--- src/rtl/riscv_pkg.sv ---
// Shared RV64 decode types: opcode encodings, immediate formats and the
// decoded bundle carried by the decode stage's output and skid registers.
package riscv_pkg;

    // Bundle fields are sized for the widest datapath; narrower builds
    // use the low XLEN bits.
    localparam int XLEN_MAX = 64;

    typedef enum logic [6:0] {
        OPC_NONE      = 7'h00,
        OPC_LOAD      = 7'h03,
        OPC_MISC_MEM  = 7'h0F,
        OPC_OP_IMM    = 7'h13,
        OPC_AUIPC     = 7'h17,
        OPC_OP_IMM_32 = 7'h1B,
        OPC_STORE     = 7'h23,
        OPC_OP        = 7'h33,
        OPC_LUI       = 7'h37,
        OPC_OP_32     = 7'h3B,
        OPC_BRANCH    = 7'h63,
        OPC_JALR      = 7'h67,
        OPC_JAL       = 7'h6F,
        OPC_SYSTEM    = 7'h73
    } opcode_t;

    typedef enum logic [2:0] {
        IMM_I,
        IMM_S,
        IMM_B,
        IMM_U,
        IMM_J,
        IMM_NONE
    } imm_fmt_t;

    typedef struct packed {
        logic [XLEN_MAX-1:0] pc;
        opcode_t             opcode;
        logic [4:0]          rd;
        logic [4:0]          rs1;
        logic [4:0]          rs2;
        logic [2:0]          funct3;
        logic [6:0]          funct7;
        logic [XLEN_MAX-1:0] imm;
        logic                illegal;
    } decoded_t;

    // Immediate format implied by the 7-bit opcode field.
    function automatic imm_fmt_t imm_fmt_of(input logic [6:0] opc);
        imm_fmt_t fmt;
        case (opc)
            OPC_LOAD, OPC_OP_IMM, OPC_OP_IMM_32, OPC_JALR: fmt = IMM_I;
            OPC_STORE:                                     fmt = IMM_S;
            OPC_BRANCH:                                    fmt = IMM_B;
            OPC_LUI, OPC_AUIPC:                            fmt = IMM_U;
            OPC_JAL:                                       fmt = IMM_J;
            default:                                       fmt = IMM_NONE;
        endcase
        return fmt;
    endfunction

endpackage

--- src/rtl/imm_gen.sv ---
// Combinational immediate generator for the RV base instruction formats.
// Every format fits a signed 32-bit value, which is then sign-extended to XLEN.
module imm_gen
    import riscv_pkg::*;
#(
    parameter int XLEN = 64
) (
    input  logic [31:0]     instr,
    input  imm_fmt_t        fmt,
    output logic [XLEN-1:0] imm
);

    logic [31:0] imm32;
    logic        unused_opcode_bits;

    // The opcode bits are decoded upstream into fmt.
    assign unused_opcode_bits = ^instr[6:0];

    // Assemble the 32-bit signed immediate for the selected format.
    always_comb begin
        imm32 = '0;
        case (fmt)
            IMM_I:   imm32 = {{20{instr[31]}}, instr[31:20]};
            IMM_S:   imm32 = {{20{instr[31]}}, instr[31:25], instr[11:7]};
            IMM_B:   imm32 = {{19{instr[31]}}, instr[31], instr[7], instr[30:25],
                              instr[11:8], 1'b0};
            IMM_U:   imm32 = {instr[31:12], 12'b0};
            IMM_J:   imm32 = {{11{instr[31]}}, instr[31], instr[19:12], instr[20],
                              instr[30:21], 1'b0};
            default: imm32 = '0;
        endcase
    end

    assign imm = XLEN'($signed(imm32));

endmodule

--- src/rtl/decode_stage.sv ---
// Registered RV64 decode stage with valid/ready handshake and flush.
// REG_READY=0: single output register, in_ready_o combinational from out_ready_i.
// REG_READY=1: output register plus one skid entry, in_ready_o from a flop.
// Optional macro DECODE_ILLEGAL_CHECK_EN enables the illegal-opcode flag.
//
// Handshake: a transfer happens on a rising edge where valid and ready are
// both 1. Once out_valid_o is raised, the bundle stays stable until it
// transfers; flush_i (below rst_i) discards everything held and any input
// presented in the same cycle.
module decode_stage
    import riscv_pkg::*;
#(
    parameter int XLEN      = 64,
    parameter int REG_READY = 0
) (
    input  logic            clk_i,
    input  logic            rst_i,
    input  logic            flush_i,
    input  logic            in_valid_i,
    output logic            in_ready_o,
    input  logic [31:0]     instr_i,
    input  logic [XLEN-1:0] pc_i,
    output logic            out_valid_o,
    input  logic            out_ready_i,
    output logic [XLEN-1:0] pc_o,
    output opcode_t         opcode_o,
    output logic [4:0]      rd_addr_o,
    output logic [4:0]      rs1_addr_o,
    output logic [4:0]      rs2_addr_o,
    output logic [2:0]      funct3_o,
    output logic [6:0]      funct7_o,
    output logic [XLEN-1:0] imm_o,
    output logic            illegal_o
);

    imm_fmt_t        fmt;
    logic [XLEN-1:0] imm_x;
    logic            illegal;
    decoded_t        dec;
    decoded_t        out_q;
    logic            out_valid_q;
    logic            in_ready;
    logic            in_fire;

    assign fmt = imm_fmt_of(instr_i[6:0]);

    imm_gen #(.XLEN(XLEN)) u_imm_gen (
        .instr (instr_i),
        .fmt   (fmt),
        .imm   (imm_x)
    );

`ifdef DECODE_ILLEGAL_CHECK_EN
    // Flag opcodes outside the supported base set, including compressed encodings.
    always_comb begin
        case (instr_i[6:0])
            OPC_LOAD, OPC_STORE, OPC_BRANCH, OPC_JAL, OPC_JALR, OPC_LUI,
            OPC_AUIPC, OPC_OP_IMM, OPC_OP_IMM_32, OPC_OP, OPC_OP_32,
            OPC_MISC_MEM, OPC_SYSTEM: illegal = (instr_i[1:0] != 2'b11);
            default:                  illegal = 1'b1;
        endcase
    end
`else
    assign illegal = 1'b0;
`endif

    // Slice the raw instruction into the bundle that gets registered.
    always_comb begin
        dec         = '0;
        dec.pc      = XLEN_MAX'(pc_i);
        dec.opcode  = opcode_t'(instr_i[6:0]);
        dec.rd      = instr_i[11:7];
        dec.rs1     = instr_i[19:15];
        dec.rs2     = instr_i[24:20];
        dec.funct3  = instr_i[14:12];
        dec.funct7  = instr_i[31:25];
        dec.imm     = XLEN_MAX'($signed(imm_x));
        dec.illegal = illegal;
    end

    // Flush drops the input even when the stage could accept it.
    assign in_fire = in_valid_i && in_ready && !flush_i;

    generate
        if (REG_READY != 0) begin : g_skid
            decoded_t skid_q;
            logic     skid_valid_q;
            logic     ready_q;

            // Output register plus skid entry; ready_q tracks "skid will be empty".
            always_ff @(posedge clk_i) begin
                if (rst_i) begin
                    out_q        <= '0;
                    out_valid_q  <= 1'b0;
                    skid_q       <= '0;
                    skid_valid_q <= 1'b0;
                    ready_q      <= 1'b1;
                end else if (flush_i) begin
                    out_valid_q  <= 1'b0;
                    skid_valid_q <= 1'b0;
                    ready_q      <= 1'b1;
                end else if (!out_valid_q || out_ready_i) begin
                    // Output slot frees this cycle: the older skid entry goes first.
                    if (skid_valid_q) begin
                        out_q        <= skid_q;
                        out_valid_q  <= 1'b1;
                        skid_valid_q <= 1'b0;
                        ready_q      <= 1'b1;
                    end else if (in_fire) begin
                        out_q       <= dec;
                        out_valid_q <= 1'b1;
                    end else begin
                        out_valid_q <= 1'b0;
                    end
                end else if (in_fire) begin
                    // Output held: park the new bundle and stop accepting.
                    skid_q       <= dec;
                    skid_valid_q <= 1'b1;
                    ready_q      <= 1'b0;
                end
            end

            assign in_ready = ready_q;
        end else begin : g_pass
            // Single output register; reloads whenever an input transfers.
            always_ff @(posedge clk_i) begin
                if (rst_i) begin
                    out_q       <= '0;
                    out_valid_q <= 1'b0;
                end else if (flush_i) begin
                    out_valid_q <= 1'b0;
                end else if (in_fire) begin
                    out_q       <= dec;
                    out_valid_q <= 1'b1;
                end else if (out_valid_q && out_ready_i) begin
                    out_valid_q <= 1'b0;
                end
            end

            assign in_ready = !out_valid_q || out_ready_i;
        end
    endgenerate

    assign in_ready_o  = in_ready;
    assign out_valid_o = out_valid_q;
    assign pc_o        = out_q.pc[XLEN-1:0];
    assign opcode_o    = out_q.opcode;
    assign rd_addr_o   = out_q.rd;
    assign rs1_addr_o  = out_q.rs1;
    assign rs2_addr_o  = out_q.rs2;
    assign funct3_o    = out_q.funct3;
    assign funct7_o    = out_q.funct7;
    assign imm_o       = out_q.imm[XLEN-1:0];
    assign illegal_o   = out_q.illegal;

endmodule

--- config.mk ---
export PLATFORM = sky130hd
export DESIGN_NAME = decode_stage
export DESIGN_NICKNAME = d
export VERILOG_FILES = /design/src/rtl/riscv_pkg.sv /design/src/rtl/imm_gen.sv /design/src/rtl/decode_stage.sv
export SDC_FILE = /design/constraint.sdc
export NUM_CORES = 1
export LEC_CHECK = 0
export BUFFER_PORTS_ARGS = -buffer_cell sky130_fd_sc_hd__buf_2
export CAP_MARGIN = 20
export CORE_UTILIZATION = 38
export DETAILED_ROUTE_END_ITERATION = 8
export GPL_TIMING_DRIVEN = 0
export HOLD_SLACK_MARGIN = 0.15
export MAX_ROUTING_LAYER = met4
export PLACE_DENSITY = 0.69
export SYNTH_ARGS = -nofsm -noshare
export SYNTH_HDL_FRONTEND = slang
export SYNTH_SLANG_ARGS = --single-unit
--- constraint.sdc ---
create_clock -name clk_i -period 2.3 [get_ports clk_i]
set_clock_uncertainty 0.05 [all_clocks]
set_input_delay 0.115 -clock clk_i [delete_from_list [all_inputs] [get_ports clk_i]]
set_output_delay 0.115 -clock clk_i [all_outputs]
set_load 0.02 [all_outputs]
; ---- Yosys cells after proc, flatten, opt, wreduce, memory -nomap -nowiden
; Cells that the tools add are included.
[word_totals]
inputBits = 101
out_inout_bits = 163
register_bits = 129
[classes]
bitwise = 1
reduce_logical = 12
eq_ne = 13
mux = 4
[op_table]
columns = op, count
row1 = 32-bit one-hot mux with 5 select lines, 1
row2 = 7-bit by 5-bit equality test with 1-bit output (second input constant), 3
row3 = 7-bit equality test (second input constant), 3
row4 = 3-bit one-hot mux with 5 select lines, 1
row5 = 7-bit by 6-bit equality test with 1-bit output (second input constant), 2
row6 = 7-bit by 2-bit equality test with 1-bit output (second input constant), 1
row7 = 3-bit by 2-bit equality test with 1-bit output (second input constant), 2
row8 = 2-bit OR reduction, 2
row9 = 4-bit OR reduction, 1
row10 = 3-bit by 1-bit equality test with 1-bit output (second input constant), 1
row11 = 3-bit equality test (second input constant), 1
row12 = 1-bit logical AND, 3
row13 = 3-bit zero test, 1
row14 = 1-bit zero test, 2
row15 = 1-bit two-way mux, 2
row16 = 2-bit AND reduction, 1
row17 = 2-bit nonzero test, 1
row18 = 1-bit logical OR, 1
row19 = 1-bit inverter, 1

; ---- Logic depth before layout (Yosys ltp)
[logic_depth]
word_depth = 5
mapped_depth = 7
mapped_depth_nobuf = 5

; ---- Cells and area by module
; Synthesis repeated with hierarchy kept, for this count alone.
[hier_totals]
hier_cells = 879
hier_area_um2 = 6967.9
[modules_own_cells]
columns = mod, cells_each, area_per_inst_um2, seq_area_each_um2, n_inst
row1 = decode_stage, 750, 6211.0, 3223.1, 1
row2 = imm_gen, 129, 757.0, 0.0, 1

; ---- Worst setup path before layout
; No wires, ideal clock.
[synth_timing]
path_kind = reg2reg
from = register out_valid_q, in the netlist out_valid_o
to = register out_q, in the netlist imm_o[0]
synth_period_minus_slack_ps = 1788
t_arrival_ps = 1679
setup_time_ps = 59
t_required_ps = 2191
slack_ps = 512
stages_incl_launch_ff = 7
path_cell_list = dfxtp_1 -> nor2b_1 -> inv_1 -> clkbuf_1 -> a21oi_1 -> clkbuf_1 -> a22o_1
[synth_via]
elab_chain_len = 5
[synth_rtl]
columns = item, line
row1 = "start, declared", decode_stage.sv:41  ; logic out_valid_q;
row2 = "start signal, assigned", decode_stage.sv:129  ; out_valid_q <= 1'b0;
row3 = "start signal, assigned", decode_stage.sv:131  ; out_valid_q <= 1'b0;
row4 = "start signal, assigned", decode_stage.sv:134  ; out_valid_q <= 1'b1;
row5 = 1-bit zero test, decode_stage.sv:140  ; assign in_ready = !out_valid_q || out_ready_i;
row6 = 1-bit logical OR, decode_stage.sv:140
row7 = net in_ready_o, decode_stage.sv:20  ; output logic in_ready_o,
row8 = 1-bit logical AND (2 in series), decode_stage.sv:82  ; assign in_fire = in_valid_i && in_ready && !flush_i;
row9 = 2-bit AND reduction (no line), n/a
row10 = "end signal, assigned", decode_stage.sv:128  ; out_q <= '0;
row11 = "end signal, assigned", decode_stage.sv:133  ; out_q <= dec;
row12 = "end, declared", decode_stage.sv:40  ; decoded_t out_q;
; The timed path passes the listed nets, and every way through them passes these cells.
; A chain may end at the register's enable or synchronous reset.

; ---- Worst setup path after layout
[layout_timing]
from = input rst_i
to = register out_valid_q, in the netlist out_valid_o
[layout_via]
elab_chain_len = 1
[layout_rtl]
columns = item, line
row1 = "start, declared", decode_stage.sv:17  ; input logic rst_i,
row2 = 2-bit OR reduction (no line), n/a
; No other way between the ends.

==> reports/results.txt <==
The flow ran to the end, and the final reports show no timing, DRC or antenna violations. A synthesized cell averages 8.211 um2. After synthesis, the share of flip-flops with an asynchronous set or reset is 0%. The final layout contains 1117 nets. The area growth from synthesis to layout is 58.87%, and the length in cells of the worst reg-to-reg path is 7.

Setup slack on the worst reg-to-reg path comes out at 0.21 ns. The tree is rooted in a sky130_fd_sc_hd__clkbuf_16. In the layout the commonest cells are 264 x sky130_fd_sc_hd__buf_2, 207 x sky130_fd_sc_hd__nand2_1, 129 x sky130_fd_sc_hd__dfxtp_1, 98 x sky130_fd_sc_hd__a21oi_1, 98 x sky130_fd_sc_hd__dlygate4sd3_1.

Setup repair after global routing left no endpoint under its margin. The flip-flop and latch count after synthesis is 129. For this run, the register share of the synthesized area comes to 49.30%. The share of the clock period used by the worst path is 96.18%, and the minimum clock period after layout is 2.212 ns. The analysis attributes to cell leakage a power of 3.835 nW. The tools report the final number of max-transition violations as 0.

Among all flip-flop cells after synthesis, the most frequent one is sky130_fd_sc_hd__dfxtp_1. Initial cell density of the core: 39.25%. Clock-pin slew was measured on the worst setup and hold paths at 0.06 ns. In the final routed layout, each cell accounts on average for 16.01 um. The port buffer count was 260.

Clock latency on the worst-skew pair, taken at its later pin, is 0.41 ns. Derived from the worst setup path, the maximum achievable clock frequency is 452.1 MHz. For the maximum clock insertion buffer count, the log shows 2.

The post-synthesis instance area was 0.005239 mm2. Total wire length after detailed routing: 19300 um. Counting flops with a built-in enable in the synthesized netlist gives 0. From left edge to right edge, the die measures 119.4 um.

The run gives 638 as the number of cells produced by synthesis. The min-delay analysis places its worst path in the category in2reg. Entering global routing, the biggest net connects 35 pins.

For this run, global-route usage on met1 was measured as 30.26%. TritonCTS built the clock tree. Setup violations remaining at the end of the flow were counted as 0.

The post-detailed-placement half-perimeter wirelength was 12690 um. The number of placed I/O pins is 264. The worst setup path is launched from a primary input. Destination of the worst register-to-register timing path: rd_addr_o[2]. Measured against its own limit, the worst slew margin works out to 56.93%.

The number of max-cap violations was 0. The first global-routing pass estimated 29230 um of wire. The run gives 27.04% as the overall fraction of global-route tracks in use. The startpoint identified for the worst register-to-register timing path is out_valid_o.

After global routing, the most crowded layer is met2. For this run, the detailed router's first-pass iteration total came to 8. The met3 track utilization from global routing came out at 7.423%. The run gives 129 as the number of sinks on the clock net. Most common cell after layout, fill and taps aside: sky130_fd_sc_hd__buf_2. For the post-detailed-route DRC marker count, the log shows 0.

Total count of hold-check failures in the final report: 0. Using the TritonRoute via totals, the vias-per-cell ratio works out to 5.037. Excluding fillers, the count of instances in the completed layout stands at 1205. The transition at the pin with the smallest max-transition slack is 0.6460 ns, and the number of setup buffers added after CTS is 0.

The largest fanout of any net on the critical path was 10; the number of fill cells in the layout was 1111. The logs give 42 for the number of cell rows and 5824 for the via count of the first global-routing pass. CTS built an H-tree with a depth of 4. The most critical setup path has its endpoint at out_valid_o. The tools report the count of antenna-violating nets left after detailed routing as 0.

The net count after synthesis is 739. The total number of vias is 6070. The initial detailed-routing violation count came out at 410. Measured along the y axis, the die boundary spans 119.4 um. For the number of antenna violations at the first check in global routing, the log shows 0. Global routing finished with a remaining overflow of 0. After floorplanning, the core was sized to cover 0.01335 mm2. The tools report the number of warnings printed during yosys synthesis as 0. Including well taps, the total number of placed cells is 1074. Source of the critical timing path: rst_i. The tools report the required time of the critical path as 2.55 ns.

The worst voltage drop across the vdd grid was 564.6 uV. The global placer's final weighted congestion was 0.8192. By startpoint and endpoint, the worst setup path is classified as in2reg. The fraction of layout instances using a drive strength above 1 came out at 33.14%.

Counting the buffers created by CTS gives 17. Data arrives at the worst endpoint at 2.46 ns. STA classifies the critical path endpoint as a flop.

The total power density per cell area is 678.8 mW/mm2, and the area of the die is 0.01426 mm2. For this run, global-route usage on met2 was measured as 45.24%. 0 antenna diodes ended up in the layout.

Adding up every negative setup slack in the final design gives 0 ns. The count of distinct cell types in the synthesized netlist was 44.
## routing by layer
metal	routed length, um	vias up
met1	8031	2791
met5	0	-
met2	9332	292
met3	1381	55
met4	549	0
li1	-	2932
## stage by stage
step           hold WS [ns]  total power [W]  util (%)  instance area, um2  setup slack [ns]
6_report             0.1892         0.005649     62.35                8323           0.08794
5_1_grt              0.1909         0.005840     62.35                8323         0.0008509
4_1_cts              0.1693         0.005653     62.11                8290           0.07253
3_5_place_dp         0.2807         0.003033     50.65                6760            0.1835
3_3_place_gp         0.2802         0.003028     50.65                6760            0.1820
2_1_floorplan        0.1443         0.002753         -                5239            0.5116
## layout make-up
cell class | instances | area [um2] | share of cell area [%]
Buffer | 83 | 464.2 | 5.577
Clock buffer | 21 | 460.4 | 5.532
Clock inverter | 11 | 88.84 | 1.067
Inverter | 5 | 18.77 | 0.2255
Multi-Input combinational cell | 421 | 2178 | 26.17
Sequential cell | 129 | 2582 | 31.03
Tap cell | 176 | 220.2 | 2.646
Timing Repair Buffer | 359 | 2310 | 27.75
## worst max-delay path, stage by stage
cell	delay (ns)
sky130_fd_sc_hd__dlygate4sd3_1	0.52
sky130_fd_sc_hd__buf_2	0.14
sky130_fd_sc_hd__clkbuf_1	0.51
sky130_fd_sc_hd__buf_1	0.49
sky130_fd_sc_hd__nor3_1	0.10
sky130_fd_sc_hd__dlygate4sd3_1	0.57
## cell usage after synthesis, types with 6 or more instances
library cell,number,share of area (%)
sky130_fd_sc_hd__a21boi_0,8,1.1
sky130_fd_sc_hd__a21oi_1,98,9.4
sky130_fd_sc_hd__a222oi_1,8,1.5
sky130_fd_sc_hd__a22oi_1,7,1.0
sky130_fd_sc_hd__a311oi_1,19,3.2
sky130_fd_sc_hd__a31oi_1,8,0.96
sky130_fd_sc_hd__a32o_1,6,1.1
sky130_fd_sc_hd__buf_1,16,1.1
sky130_fd_sc_hd__buf_4,34,4.9
sky130_fd_sc_hd__clkbuf_1,27,1.9
sky130_fd_sc_hd__dfxtp_1,129,49
sky130_fd_sc_hd__nand2_1,207,15
sky130_fd_sc_hd__o21ai_0,14,1.3
## how the worst min path moves through the flow
stage	startpoint	to	slack, ns	depth (start not counted)
after detailed placement	flush_i	out_valid_o	0.28	2
after CTS	in_valid_i	imm_o[11]	0.17	5
final	in_valid_i	imm_o[11]	0.19	5
after global routing	in_valid_i	imm_o[11]	0.19	5
after global placement	flush_i	out_valid_o	0.28	2
after floorplan	flush_i	out_valid_o	0.14	1
## sequential cells by signal, indices dropped and copies added, names as in the netlist, 3 cells and up
| signal | cells |
|---|---|
| rs2_addr_o | 5 |
| pc_o | 64 |
| opcode_o | 7 |
| rd_addr_o | 5 |
| funct7_o | 7 |
| imm_o | 32 |
| funct3_o | 3 |
| rs1_addr_o | 5 |
## kinds of logic after synthesis
group	after synthesis	synth area share, %
and+or+nand+nor	235	18.22
DFF	129	49.30
buffers and inverters	88	9.124
muxes	2	0.3822
other	1	0.07158
AOI/OAI and AO/OA	183	22.90
## timing repair
item	4_1_cts	5_1_grt
hold buffers	98	0
setup endpoints to repair	0	16
gates resized for setup	0	7
endpoints found under the hold margin	124	0
## where the power goes
group / total [W] / internal (W) / switching, W
logic: 0.000780 / 0.000327 / 0.000453
clock network: 0.00251 / 0.00153 / 0.000983
registers: 0.00236 / 0.00232 / 0.0000398
total: 0.00565 / 0.00417 / 0.00148
Note: power is estimated with default switching activity, not from simulation.
